[src/rtl/mem_ctrl_pkg.sv]
// ============================================================================
// Module  : mem_ctrl_pkg
// Brief   : Shared bus widths, access-length codes and FSM encodings for mem_ctrl.
// Rev     : 1.0  initial release
// ============================================================================
`default_nettype none

package mem_ctrl_pkg;

    typedef logic [1:0]  mem_len_bus_t;
    typedef logic [7:0]  ram_bus_t;
    typedef logic [31:0] reg_bus_t;
    typedef logic [31:0] inst_addr_bus_t;

    localparam logic     RstEnable = 1'b1;
    localparam reg_bus_t ZeroWord  = 32'h0000_0000;

    localparam mem_len_bus_t MEM_LEN_B = 2'd0;
    localparam mem_len_bus_t MEM_LEN_H = 2'd1;
    localparam mem_len_bus_t MEM_LEN_W = 2'd2;

    localparam logic [1:0] MC_IDLE  = 2'd0;
    localparam logic [1:0] MC_READ  = 2'd1;
    localparam logic [1:0] MC_WRITE = 2'd2;
    localparam logic [1:0] MC_DONE  = 2'd3;

    // The unused encoding 3 is treated as a full word.
    function automatic logic [2:0] len_bytes(input mem_len_bus_t len);
        case (len)
            MEM_LEN_B: return 3'd1;
            MEM_LEN_H: return 3'd2;
            MEM_LEN_W: return 3'd4;
            default:   return 3'd4;
        endcase
    endfunction

endpackage

`default_nettype wire

[src/rtl/mem_ctrl.sv]
// ============================================================================
// Module  : mem_ctrl
// Brief   : IF/MEM arbiter serialising word/half/byte accesses onto an 8-bit
//           RAM bus. Define MEM_CTRL_FAIR_EN for alternating-priority arbitration.
// Rev     : 1.0  initial release
// ============================================================================
`default_nettype none

module mem_ctrl
    import mem_ctrl_pkg::*;
(
    input  logic           clk,
    input  logic           rst,
    input  logic           if_req,
    input  inst_addr_bus_t if_addr,
    input  logic           if_flush,
    output logic           if_done,
    output reg_bus_t       if_data,
    input  logic           mem_req,
    input  logic           mem_we,
    input  mem_len_bus_t   mem_len,
    input  reg_bus_t       mem_addr,
    input  reg_bus_t       mem_wdata,
    output logic           mem_done,
    output reg_bus_t       mem_rdata,
    output reg_bus_t       ram_addr,
    output logic           ram_wr,
    output ram_bus_t       ram_dout,
    input  ram_bus_t       ram_din,
    output logic           stallreq_if,
    output logic           stallreq_mem
);

    logic [1:0] r_state;
    logic       r_owner_mem;
    logic [2:0] r_nbytes;
    logic [2:0] r_cnt;
    reg_bus_t   r_wdata;
    reg_bus_t   r_buf;
    logic       w_grant_mem;
    logic       w_grant_if;

`ifdef MEM_CTRL_FAIR_EN
    // 1 = MEM was granted last; resets to IF-last so MEM wins the first tie.
    logic r_last_mem;

    always_ff @(posedge clk) begin
        if (rst == RstEnable) begin
            r_last_mem <= 1'b0;
        end else if (r_state == MC_IDLE && (w_grant_mem || w_grant_if)) begin
            r_last_mem <= w_grant_mem;
        end
    end

    assign w_grant_mem = mem_req & (~if_req | ~r_last_mem);
`else
    assign w_grant_mem = mem_req;
`endif
    assign w_grant_if  = if_req & ~w_grant_mem;

    // A flush landing in the done cycle still cancels the IF completion.
    assign if_done      = (r_state == MC_DONE) & ~r_owner_mem & ~if_flush;
    assign mem_done     = (r_state == MC_DONE) &  r_owner_mem;
    assign stallreq_if  = if_req  & ~if_done;
    assign stallreq_mem = mem_req & ~mem_done;

    always_ff @(posedge clk) begin
        if (rst == RstEnable) begin
            r_state     <= MC_IDLE;
            r_owner_mem <= 1'b0;
            r_nbytes    <= 3'd0;
            r_cnt       <= 3'd0;
            r_wdata     <= ZeroWord;
            r_buf       <= ZeroWord;
            ram_addr    <= ZeroWord;
            ram_wr      <= 1'b0;
            ram_dout    <= 8'h00;
            if_data     <= ZeroWord;
            mem_rdata   <= ZeroWord;
        end else begin
            case (r_state)
                MC_IDLE: begin
                    ram_wr <= 1'b0;
                    r_cnt  <= 3'd0;
                    r_buf  <= ZeroWord;
                    if (w_grant_mem) begin
                        r_owner_mem <= 1'b1;
                        r_nbytes    <= len_bytes(mem_len);
                        ram_addr    <= mem_addr;
                        if (mem_we) begin
                            r_state  <= MC_WRITE;
                            ram_wr   <= 1'b1;
                            ram_dout <= mem_wdata[7:0];
                            r_wdata  <= {8'h00, mem_wdata[31:8]};
                        end else begin
                            r_state <= MC_READ;
                        end
                    end else if (w_grant_if) begin
                        r_owner_mem <= 1'b0;
                        r_nbytes    <= 3'd4;
                        ram_addr    <= if_addr;
                        r_state     <= MC_READ;
                    end
                end
                MC_READ: begin
                    // Byte r_cnt is on ram_din this cycle; one trailing cycle
                    // after the last capture before the result is published.
                    if (!r_owner_mem && if_flush) begin
                        r_state <= MC_IDLE;
                    end else if (r_cnt == r_nbytes) begin
                        r_state <= MC_DONE;
                        if (r_owner_mem) begin
                            mem_rdata <= r_buf;
                        end else begin
                            if_data <= r_buf;
                        end
                    end else begin
                        r_buf[{r_cnt[1:0], 3'b000} +: 8] <= ram_din;
                        r_cnt <= r_cnt + 3'd1;
                        if (r_cnt != r_nbytes - 3'd1) begin
                            ram_addr <= ram_addr + 32'd1;
                        end
                    end
                end
                MC_WRITE: begin
                    if (r_cnt == r_nbytes - 3'd1) begin
                        ram_wr  <= 1'b0;
                        r_state <= MC_DONE;
                    end else begin
                        r_cnt    <= r_cnt + 3'd1;
                        ram_addr <= ram_addr + 32'd1;
                        ram_dout <= r_wdata[7:0];
                        r_wdata  <= {8'h00, r_wdata[31:8]};
                    end
                end
                MC_DONE: begin
                    r_state <= MC_IDLE;
                end
                default: begin
                    r_state <= MC_IDLE;
                end
            endcase
        end
    end

endmodule

`default_nettype wire

[config.mk]
export PLATFORM = sky130hd
export DESIGN_NAME = mem_ctrl
export DESIGN_NICKNAME = d
export VERILOG_FILES = /design/src/rtl/mem_ctrl_pkg.sv /design/src/rtl/mem_ctrl.sv
export SDC_FILE = /design/constraint.sdc
export NUM_CORES = 1
export LEC_CHECK = 0
export ABC_CLOCK_PERIOD_IN_PS = 3500
export CORE_ASPECT_RATIO = 0.75
export CORE_MARGIN = 2
export CORE_UTILIZATION = 27
export DETAILED_ROUTE_END_ITERATION = 8
export GPL_TIMING_DRIVEN = 0
export MAX_ROUTING_LAYER = met4
export SLEW_MARGIN = 15
export SYNTH_ARGS = -nofsm -noshare
export SYNTH_HDL_FRONTEND = slang
export SYNTH_SLANG_ARGS = --single-unit
[constraint.sdc]
create_clock -name clk -period 3.5 [get_ports clk]
set_input_delay 0.875 -clock clk [delete_from_list [all_inputs] [get_ports clk]]
set_output_delay 0.875 -clock clk [all_outputs]
set_load 0.01 [all_outputs]
==> results.yml <==
layout:
  area_delta_synth_final_pct: 40.2
  final_cell_area_um2: 11400
  drive_above_1_share_pct: 7.93
  stdcell_count: 1651
  nNetsFinal: 1359
timing:
  clock.fmax_ghz: 0.297
  worst_pin_slew_ns: 1.25
  hold_violations: 0
  holdWs_ns: 0.457
  final.setup_skew_ns: 0.0105
  max_slew_margin_pct: 16.0
  period_share_pct: 96.1
  final_max_slew_viol_count: 0
  totalNegativeSetupSlack_ns: 0
  rsz0062_at_grt: "false"
  min_period_ns: 3.36
  setup_viol: 0
run_status:
  status: "finished clean"
routing:
  drtAntennaViolNets: 0
  drc_errors: 0
  dr.pass1.iters: 5
  drt_iter0_drc: 548
  wl_um: 29500
  vias_per_cell: 4.98
  wl_per_cell_um: 17.8
  vias: 8214
global_route:
  globalRouteTotalUtil_pct: 19.2
  grt_overflow: 0
  antenna_found_initial: 3
  grt_pass1_vias: 8108
  grt_max_degree: 19
  grt_pass1_wl_um: 45700
worst_setup_path:
  critPathLaunchType: "input port"
  cp_max_fo: 5
  arrival_ns: 2.49
  cp.required_ns: 2.62
  worstSetupPathType: "input port to output port"
  worstSetupEndpointType: "output port"
power:
  power.density_nw_per_um2: 750
  peakVddDrop_v: 0.000303
  p_leak_nw: 3.84
  p_total_w: 0.00859
logic_synthesis:
  synth-simple-area-share_pct: 24.0
  synth_fa_ha_area_share_pct: 1.69
  yosys.cell_count.top_type: "dfxtp_1"
  yosys-top-cells-area: "dfxtp_1, a21oi_1, nand2_1, mux2i_1, a211oi_2"
  synth-seq-area-share_pct: 41.7
  synth_area_um2: 8170
  synth_cell_type_count: 60
  synth-compound-area-share_pct: 19.7
  avgSynthCellArea_um2: 8.17
  ys_ff_latch: 170
  synth_top_family_by_area: "simple AND/OR/NAND/NOR gates"
  yosysTopAreaCellShare_pct: 41.7
  synthMuxAreaShare_pct: 6.94
  ys.warnings.count: 0
  ys_dominant_reg_cell: "dfxtp_1"
  synth_xor_area_share_pct: 0.935
  synth_edf_count: 0
  syn_inst: 999
  synth_top_cell_by_area: "dfxtp_1"
  async_flop_share_pct: 0
  ys_top_cells_by_count: "dfxtp_1, nand2_1, a21oi_1"
  synth_nets: 1122
place:
  place_area_um2: 10900
  io_buffers: 218
  post-dp-hpwl_um: 22100
  dp_cells: 1616
  place.gp.congestion: 0.900
die:
  dieArea_um2: 31700
  coreArea_um2: 29900
  die_w_um: 205
  initial_core_util_pct: 27.3
  io_pins: 221
  num_rows: 55
  die_h_um: 155
cts:
  cts_tree: "yes"
  post_cts_buffers: 0
  cts.sinks: 170
  path_clk_slew_ns: 0.08
  cts_buffer_depth: 2
  cts_hold_buf: 0
  cts_made_buffers: 17
  cts.repair.resized: 4
  root_buffer: "clkbuf_16"
  h-tree-depth: 4
  clk_latency_ns: 0.44
flow_run:
  drv_cap: 0
min_path:
  hp-class: "flip-flop to flip-flop"
[report_power, final]
part | switching [W] | internal, W | total, W
logic | 0.00241 | 0.00162 | 0.00403
registers | 0.000366 | 0.00230 | 0.00266
clock network | 0.000945 | 0.000956 | 0.00190
[cell usage in the layout (no fill, tap or decap), drive strengths merged, types with 2 or more instances in the layout]
master,Yosys,layout
nand2,166,166
a211oi,27,27
a31oi,10,10
buf,27,27
a41oi,5,5
nand2b,37,37
clkinv,1,6
o31ai,5,5
nor4,11,11
nor2b,4,4
nand3,49,49
nand4,12,12
o21ai,42,42
a21oi,145,145
o32ai,5,5
o31a,5,5
and2,4,4
inv,17,27
nand3b,8,8
a2111oi,2,2
diode,0,3
or4,7,7
nor3b,2,2
nand4b,2,2
xnor2,2,2
and3,6,6
clkdlybuf4s50,0,218
nor4b,3,3
ha,11,11
clkbuf,49,66
xor2,4,4
nor3,11,11
or2,2,2
and4,6,6
mux2i,51,51
a2bb2oi,2,2
or3,3,3
mux2,5,5
dfxtp,170,170
nor2,68,68
[kinds of logic (layout without fill, tap and decap cells)]
logic type	Yosys count	in the layout
buffers and inverters	94	344
other	0	3
XOR/XNOR	7	7
multiplexers	56	56
adder cells (fa/ha/maj)	11	11
AO/OA/AOI/OAI	257	257
AND/OR/NAND/NOR	404	404
flip-flops	170	170
[path summary, 6_finish.rpt]
| kind | startpoint | end | slack, ns | cells past startpoint |
|---|---|---|---|---|
| max | if_flush | if_done | 0.14 | 3 |
| min reg2reg | mem_rdata[12] | mem_rdata[12] | 0.46 | 2 |
| min | mem_rdata[12] | mem_rdata[12] | 0.46 | 2 |
| max reg2reg | r_state[0] | ram_addr[29] | 0.72 | 7 |
[metal layers]
| layer | track usage [%] | up-vias | routed length (um) |
|---|---|---|---|
| met5 | - | - | 0 |
| met1 | 26.5 | 3896 | 14500 |
| li1 | - | 4001 | - |
| met3 | 5.48 | 21 | 2380 |
| met2 | 27.5 | 296 | 12300 |
| met4 | 4.42 | 0 | 299 |
[flip-flops by register name, summed over array words and instances, names as in the netlist]
| register | flops |
|---|---|
| r_cnt | 3 |
| ram_addr | 32 |
| r_nbytes | 3 |
| r_owner_mem | 1 |
| ram_dout | 8 |
| ram_wr | 1 |
| if_data | 32 |
| r_wdata | 24 |
| r_buf | 32 |
| r_state | 2 |
| mem_rdata | 32 |
[critical path, stage by stage]
cell,delay [ns]
clkdlybuf4s50_1,0.49
nor3b_1,0.49
clkdlybuf4s50_1,0.64
[final cells by class]
type	instances	area, um^2
antenna	3	7.51
clock buffer	17	425
buffer	76	352
tap	399	499
timing repair buffer	218	2180
inverter	18	67.6
sequential	170	3400
multi-input combinational	735	4360
fill	3124	18500
clock inverter	15	150
[metrics by stage]
| step | utilization (%) | setup WS (ns) |
|---|---|---|
| 3_3_place_gp | 36.2 | -0.592 |
| 5_1_grt | 38.2 | 0.0117 |
| 2_1_floorplan | - | 0.617 |
| 6_report | 38.2 | 0.135 |
| 4_1_cts | 38.2 | 0.118 |
| 3_5_place_dp | 36.3 | -0.590 |
No activity file was read; power rests on OpenSTA's default activity.
